--- src/rtl/video_scan_reader.sv ---
// Raster scan-out engine: generates video timing, addresses the frame RAM and emits RGB/sync.
// Define H_PIXEL_DOUBLE_EN to stretch each stored pixel over two output pixels horizontally.
module video_scan_reader #(
    parameter int unsigned H_VISIBLE = 640,
    parameter int unsigned H_FRONT   = 16,
    parameter int unsigned H_SYNC    = 96,
    parameter int unsigned H_BACK    = 48,
    parameter int unsigned V_VISIBLE = 480,
    parameter int unsigned V_FRONT   = 10,
    parameter int unsigned V_SYNC    = 2,
    parameter int unsigned V_BACK    = 33,
    parameter bit          H_POL     = 1'b0,
    parameter bit          V_POL     = 1'b0,
    parameter int unsigned H_OFFSET  = 0,
    parameter int unsigned V_OFFSET  = 0,
    parameter int unsigned BUF_LINE  = 640,
    parameter int unsigned ADDR_BITS = 15,
    parameter int unsigned RAM_WORDS = 32768
) (
    input  logic                 clock,
    input  logic                 reset,
    input  logic                 starttrigger,
    input  logic [1:0]           line_repeat,
    input  logic [23:0]          rddata,
    output logic [ADDR_BITS-1:0] rdaddr,
    output logic [7:0]           red,
    output logic [7:0]           green,
    output logic [7:0]           blue,
    output logic                 hsync,
    output logic                 vsync,
    output logic                 DrawArea,
    output logic                 frame_start
);
    localparam int unsigned H_TOTAL = H_VISIBLE + H_FRONT + H_SYNC + H_BACK;
    localparam int unsigned V_TOTAL = V_VISIBLE + V_FRONT + V_SYNC + V_BACK;
    localparam int unsigned XW = $clog2(H_TOTAL);
    localparam int unsigned YW = $clog2(V_TOTAL);
    localparam int unsigned CW = $clog2(BUF_LINE);

    localparam logic [XW-1:0] X_LO     = XW'(H_OFFSET);
    localparam logic [XW-1:0] X_HI     = XW'(H_VISIBLE - H_OFFSET);
    localparam logic [XW-1:0] X_VIS    = XW'(H_VISIBLE);
    localparam logic [XW-1:0] X_LAST   = XW'(H_TOTAL - 1);
    localparam logic [XW:0]   X_HS_ON  = (XW+1)'(H_VISIBLE + H_FRONT);
    localparam logic [XW:0]   X_HS_OFF = (XW+1)'(H_VISIBLE + H_FRONT + H_SYNC);
    localparam logic [YW-1:0] Y_LO     = YW'(V_OFFSET);
    localparam logic [YW-1:0] Y_HI     = YW'(V_VISIBLE - V_OFFSET);
    localparam logic [YW-1:0] Y_VIS    = YW'(V_VISIBLE);
    localparam logic [YW-1:0] Y_LAST   = YW'(V_TOTAL - 1);
    localparam logic [YW:0]   Y_VS_ON  = (YW+1)'(V_VISIBLE + V_FRONT);
    localparam logic [YW:0]   Y_VS_OFF = (YW+1)'(V_VISIBLE + V_FRONT + V_SYNC);
    localparam logic [CW-1:0] COL_LAST = CW'(BUF_LINE - 1);
    localparam logic [ADDR_BITS-1:0] ADDR_STEP  = ADDR_BITS'(BUF_LINE);
    localparam logic [ADDR_BITS:0]   BASE_LIMIT = (ADDR_BITS+1)'(RAM_WORDS - BUF_LINE);

    typedef enum logic {StIdle, StRun} state_t;

    state_t                 state;
    logic [XW-1:0]          x;
    logic [YW-1:0]          y;
    logic [CW-1:0]          col;
    logic [ADDR_BITS-1:0]   line_base;
    logic [1:0]             rep, rep_cnt;
    logic                   win_p1, draw_p1, hs_p1, vs_p1, fs_p1;
    logic                   run, x_lo_ok, y_lo_ok, row_w, in_w, line_end, frame_end;
    logic                   hs_act, vs_act, adv, base_wrap;
    logic [XW:0]            x_ext;
    logic [YW:0]            y_ext;

    if (H_OFFSET == 0) begin : g_x_lo_none
        assign x_lo_ok = 1'b1;
    end else begin : g_x_lo
        assign x_lo_ok = x >= X_LO;
    end
    if (V_OFFSET == 0) begin : g_y_lo_none
        assign y_lo_ok = 1'b1;
    end else begin : g_y_lo
        assign y_lo_ok = y >= Y_LO;
    end

    assign run       = state == StRun;
    assign x_ext     = {1'b0, x};
    assign y_ext     = {1'b0, y};
    assign row_w     = y_lo_ok && y < Y_HI;
    assign in_w      = run && row_w && x_lo_ok && x < X_HI;
    assign line_end  = x == X_LAST;
    assign frame_end = line_end && y == Y_LAST;
    assign hs_act    = x_ext >= X_HS_ON && x_ext < X_HS_OFF;
    // vsync edges line up with the hsync leading edge, not with the line start
    assign vs_act    = (y_ext > Y_VS_ON || (y_ext == Y_VS_ON && x_ext >= X_HS_ON)) &&
                       (y_ext < Y_VS_OFF || (y_ext == Y_VS_OFF && x_ext < X_HS_ON));
    assign base_wrap = ({1'b0, line_base} + {1'b0, ADDR_STEP}) > BASE_LIMIT;
    assign rdaddr    = in_w ? line_base + ADDR_BITS'(col) : '0;

`ifdef H_PIXEL_DOUBLE_EN
    logic phase;
    assign adv = in_w && phase;
`else
    assign adv = in_w;
`endif

    always_ff @(posedge clock) begin
        if (!reset) begin
            state       <= StIdle;
            x           <= X_LO;
            y           <= Y_LO;
            col         <= '0;
            line_base   <= '0;
            rep         <= '0;
            rep_cnt     <= '0;
            win_p1      <= 1'b0;
            draw_p1     <= 1'b0;
            hs_p1       <= 1'b0;
            vs_p1       <= 1'b0;
            fs_p1       <= 1'b0;
            red         <= 8'h00;
            green       <= 8'h00;
            blue        <= 8'h00;
            hsync       <= ~H_POL;
            vsync       <= ~V_POL;
            DrawArea    <= 1'b0;
            frame_start <= 1'b0;
`ifdef H_PIXEL_DOUBLE_EN
            phase       <= 1'b0;
`endif
        end else begin
            // Stage 1 lines up with the RAM read; stage 2 is the output register.
            win_p1      <= in_w;
            draw_p1     <= run && x < X_VIS && y < Y_VIS;
            hs_p1       <= run && hs_act;
            vs_p1       <= run && vs_act;
            fs_p1       <= run && x == '0 && y == '0;
            red         <= win_p1 ? rddata[23:16] : 8'h00;
            green       <= win_p1 ? rddata[15:8] : 8'h00;
            blue        <= win_p1 ? rddata[7:0] : 8'h00;
            hsync       <= hs_p1 ? H_POL : ~H_POL;
            vsync       <= vs_p1 ? V_POL : ~V_POL;
            DrawArea    <= draw_p1;
            frame_start <= fs_p1;
            case (state)
                StIdle: begin
                    if (starttrigger) begin
                        state     <= StRun;
                        x         <= X_LO;
                        y         <= Y_LO;
                        col       <= '0;
                        line_base <= '0;
                        rep_cnt   <= '0;
                        rep       <= line_repeat;
                    end
                end
                StRun: begin
                    if (line_end) begin
                        x   <= '0;
                        col <= '0;
`ifdef H_PIXEL_DOUBLE_EN
                        phase <= 1'b0;
`endif
                        if (frame_end) begin
                            y         <= '0;
                            line_base <= '0;
                            rep_cnt   <= '0;
                            rep       <= line_repeat;
                        end else begin
                            y <= y + 1'b1;
                            if (row_w) begin
                                if (rep_cnt == rep) begin
                                    rep_cnt   <= '0;
                                    line_base <= base_wrap ? '0 : line_base + ADDR_STEP;
                                end else begin
                                    rep_cnt <= rep_cnt + 2'd1;
                                end
                            end
                        end
                    end else begin
                        x <= x + 1'b1;
                        if (adv && col != COL_LAST) col <= col + 1'b1;
`ifdef H_PIXEL_DOUBLE_EN
                        if (in_w) phase <= ~phase;
`endif
                    end
                end
                default: state <= StIdle;
            endcase
        end
    end
endmodule

--- config.mk ---
export PLATFORM = sky130hd
export DESIGN_NAME = video_scan_reader
export DESIGN_NICKNAME = d
export VERILOG_FILES = /design/src/rtl/video_scan_reader.sv
export SDC_FILE = /design/constraint.sdc
export NUM_CORES = 1
export LEC_CHECK = 0
export BUFFER_PORTS_ARGS = -buffer_cell sky130_fd_sc_hd__buf_2
export CORE_ASPECT_RATIO = 0.7
export CORE_MARGIN = 3
export CORE_UTILIZATION = 40
export DETAILED_ROUTE_END_ITERATION = 8
export GPL_TIMING_DRIVEN = 0
export SLEW_MARGIN = 20
export SYNTH_ARGS = -nofsm -noshare
export SYNTH_HDL_FRONTEND = slang
export SYNTH_SLANG_ARGS = --single-unit
--- constraint.sdc ---
create_clock -name clock -period 2.55 [get_ports clock]
set_input_delay 0.51 -clock clock [delete_from_list [all_inputs] [get_ports clock]]
set_output_delay 0.51 -clock clock [all_outputs]
set_load 0.01 [all_outputs]
==> run_results.csv <==
group,metric,value,unit
status,status,"complete, no violations",
route,viasPerCell,5.05,
logic_synthesis,synth_common_cells,"76 x dfxtp_1, 36 x nor2_1, 32 x and3_1",
setup_path,critPathArrivalTime,1.93,ns
final_layout,final_area,4370,sq um
clock_tree,insertion_delay,0.34,ns
timing,rsz0062_at_grt,"false",
flow_run,cap_violations,0,
logic_synthesis,yosysUniqueCellTypes,53,
logic_synthesis,ys_warn_count,0,
logic_synthesis,synth.area.top_cells,"dfxtp_1 44%, and3_1 5.7%, nor2_1 3.9%",
timing,setup_tns,0,ns
timing,slew_viol_final,0,
final_layout,drive_gt1_share,24.9,%
timing,maxSlewHeadroom,34.3,%
floorplanning,die_height,84.1,um
logic_synthesis,synth_ff_type,"dfxtp_1",
power,ir_drop,0.552,mV
route,dr.pass1.iters,6,
placed_design,placed_area,3980,sq um
floorplanning,ioPinCount,72,
floorplanning,start_util,42.8,%
route,ant_nets,0,
power,p_leak,1.89,nW
setup_path,required,2.04,ns
worst_hold_path,hold_path_class,"reg -> reg",
route,routed_wl,8130,um
placed_design,port_buffers,71,
floorplanning,core,8140,sq um
final_layout,layout.nets,512,
power,power.density,610,nW/um^2
clock_tree,postCtsHoldBufs,0,
logic_synthesis,synth_top_area_share,43.7,%
timing,period_needed,2.44,ns
route,vias,2997,
logic_synthesis,postSynthAreaPerCell,8.93,sq um
clock_tree,cts_tree,"built",
route,drt_iter0_drc,129,
logic_synthesis,async_flop_share,0,%
setup_path,startpoint_type,"register",
logic_synthesis,syn-num-nets,429,
clock_tree,cts.sinks,76,
timing,setup_viol,0,
timing,final_hold_viol_count,0,
logic_synthesis,netlist_instances,390,
grt,grt_max_degree,15,
placed_design,dp_hpwl,5980,um
grt,antenna_found_initial,0,
clock_tree,cts_made_buffers,9,
logic_synthesis,synth_area,3480,sq um
floorplanning,dieArea,9880,sq um
setup_path,cp_max_fo,7,
timing,fin_worst_skew,0.00573,ns
floorplanning,die_w,118,um
logic_synthesis,yosysSeqAreaShare,43.7,%
floorplanning,rows,27,
grt,gr-total-overflow,0,
grt,grt_pass1_wl,13800,um
clock_tree,clk_pin_slew,0.06,ns
grt,grt_pass1_vias,2822,
final_layout,area_growth,25.4,%
logic_synthesis,ys_ff_latch,76,
route,wl_per_cell,13.7,um
clock_tree,clock_path_buffers,2,
logic_synthesis,synth_edf_count,0,
setup_path,reg2reg_depth,8,
setup_path,crit_type,"reg -> out",
final_layout,n_antenna_cell,0,
logic_synthesis,yosys.area.top_type,"dfxtp_1",
worst_hold_path,hold_path_depth,1,
logic_synthesis,post-synth-top-count-cell,"dfxtp_1",
clock_tree,clockRootBuffer,"clkbuf_16",
timing,min_period_over_period,95.7,%
route,drcViolationCount,0,
timing,worstMarginPinSlew,0.978,ns
setup_path,critPathCaptureType,"primary output",
placed_design,place_congestion,0.809,
timing,max_clock_freq,410,MHz
grt,grtUsageTotal,17.2,%
clock_tree,cts.htree.levels,3,
-- area by class of cell --
type / instances / area [sq um]
Buffer: 14 / 62.6
Clock buffer: 10 / 239
Inverter: 11 / 41.3
Sequential cell: 76 / 1530
Multi-Input combinational cell: 286 / 1910
Clock inverter: 6 / 48.8
Tap cell: 116 / 145
Fill cell: 761 / 3770
Timing Repair Buffer: 75 / 398
-- report_power, final --
group	internal [W]	leakage [nW]	switching (W)
Sequential	0.00122	0.618	0.0000204
Combinational	0.000100	1.15	0.000130
Clock	0.000691	0.131	0.000505
Total	0.00201	1.89	0.000655
-- worst max-delay path, stage by stage (launching register included) --
cell,delay [ns]
dfxtp_1,0.38
ha_1,0.34
nor2b_4,0.18
nor2_4,0.07
or3_1,0.34
a21oi_1,0.14
buf_2,0.15
-- cells by family after synthesis --
group / count (synthesis) / share of synthesized area [%]
compound gates: 71 / 14.8
xor+xnor: 24 / 6.04
fa+ha+maj: 10 / 3.59
buf+inv: 28 / 3.23
flops: 76 / 43.7
mux: 3 / 0.898
simple gates: 178 / 27.7
-- flip-flops by register name (all words and copies together) (netlist names), 2 cells and up --
register   count
col           10
blue           8
red            8
x             10
y             10
green          8
line_base      8
rep            2
rep_cnt        2
-- layer usage --
metal / global-route usage, % / wire length [um] / part of all wire [%]
met3: 4.95 / 311 / 3.8
met4: 6.49 / 128 / 1.6
met5: 0 / 0 / 0
met2: 25.4 / 3450 / 42
met1: 23.8 / 4240 / 52
-- timing repair --
action,in CTS,in global routing
setup endpoints to repair,15,19
pin swaps,2,2
resized for setup,9,8
buffers inserted,0,4
-- layout by cell type, fill, tap and decap left out, drive strengths merged, types with 10 or more instances in the layout --
cell type,netlist,final
dfxtp,76,76
buf,1,76
nor2,36,36
and3,32,32
nand2,28,28
o21ai,25,25
clkbuf,16,23
and2,21,21
xnor2,13,13
a21oi,13,13
inv,11,12
xor2,11,11
nor3,10,10
ha,10,10
-- metrics by stage --
stage	hold WS [ns]	utilization, %	instances	setup WS [ns]	power (W)
6_report	0.365	53.6	594	0.110	0.00266
5_1_grt	0.389	53.6	594	0.00970	0.00278
4_1_cts	0.367	52.7	592	0.00281	0.00268
3_5_place_dp	0.352	48.9	577	0.0616	0.00148
3_3_place_gp	0.348	48.9	577	0.0796	0.00148
2_1_floorplan	0.343	-	390	0.297	0.00140
-- final timing paths --
check | from | endpoint | slack [ns]
setup / recovery | line_base[9] | rdaddr[14] | 0.11
setup reg to reg | y[0] | line_base[11] | 0.17
hold / removal | vs_p1 | vsync | 0.37
hold reg to reg | vs_p1 | vsync | 0.37
Note: power is estimated with default switching activity, not from simulation.
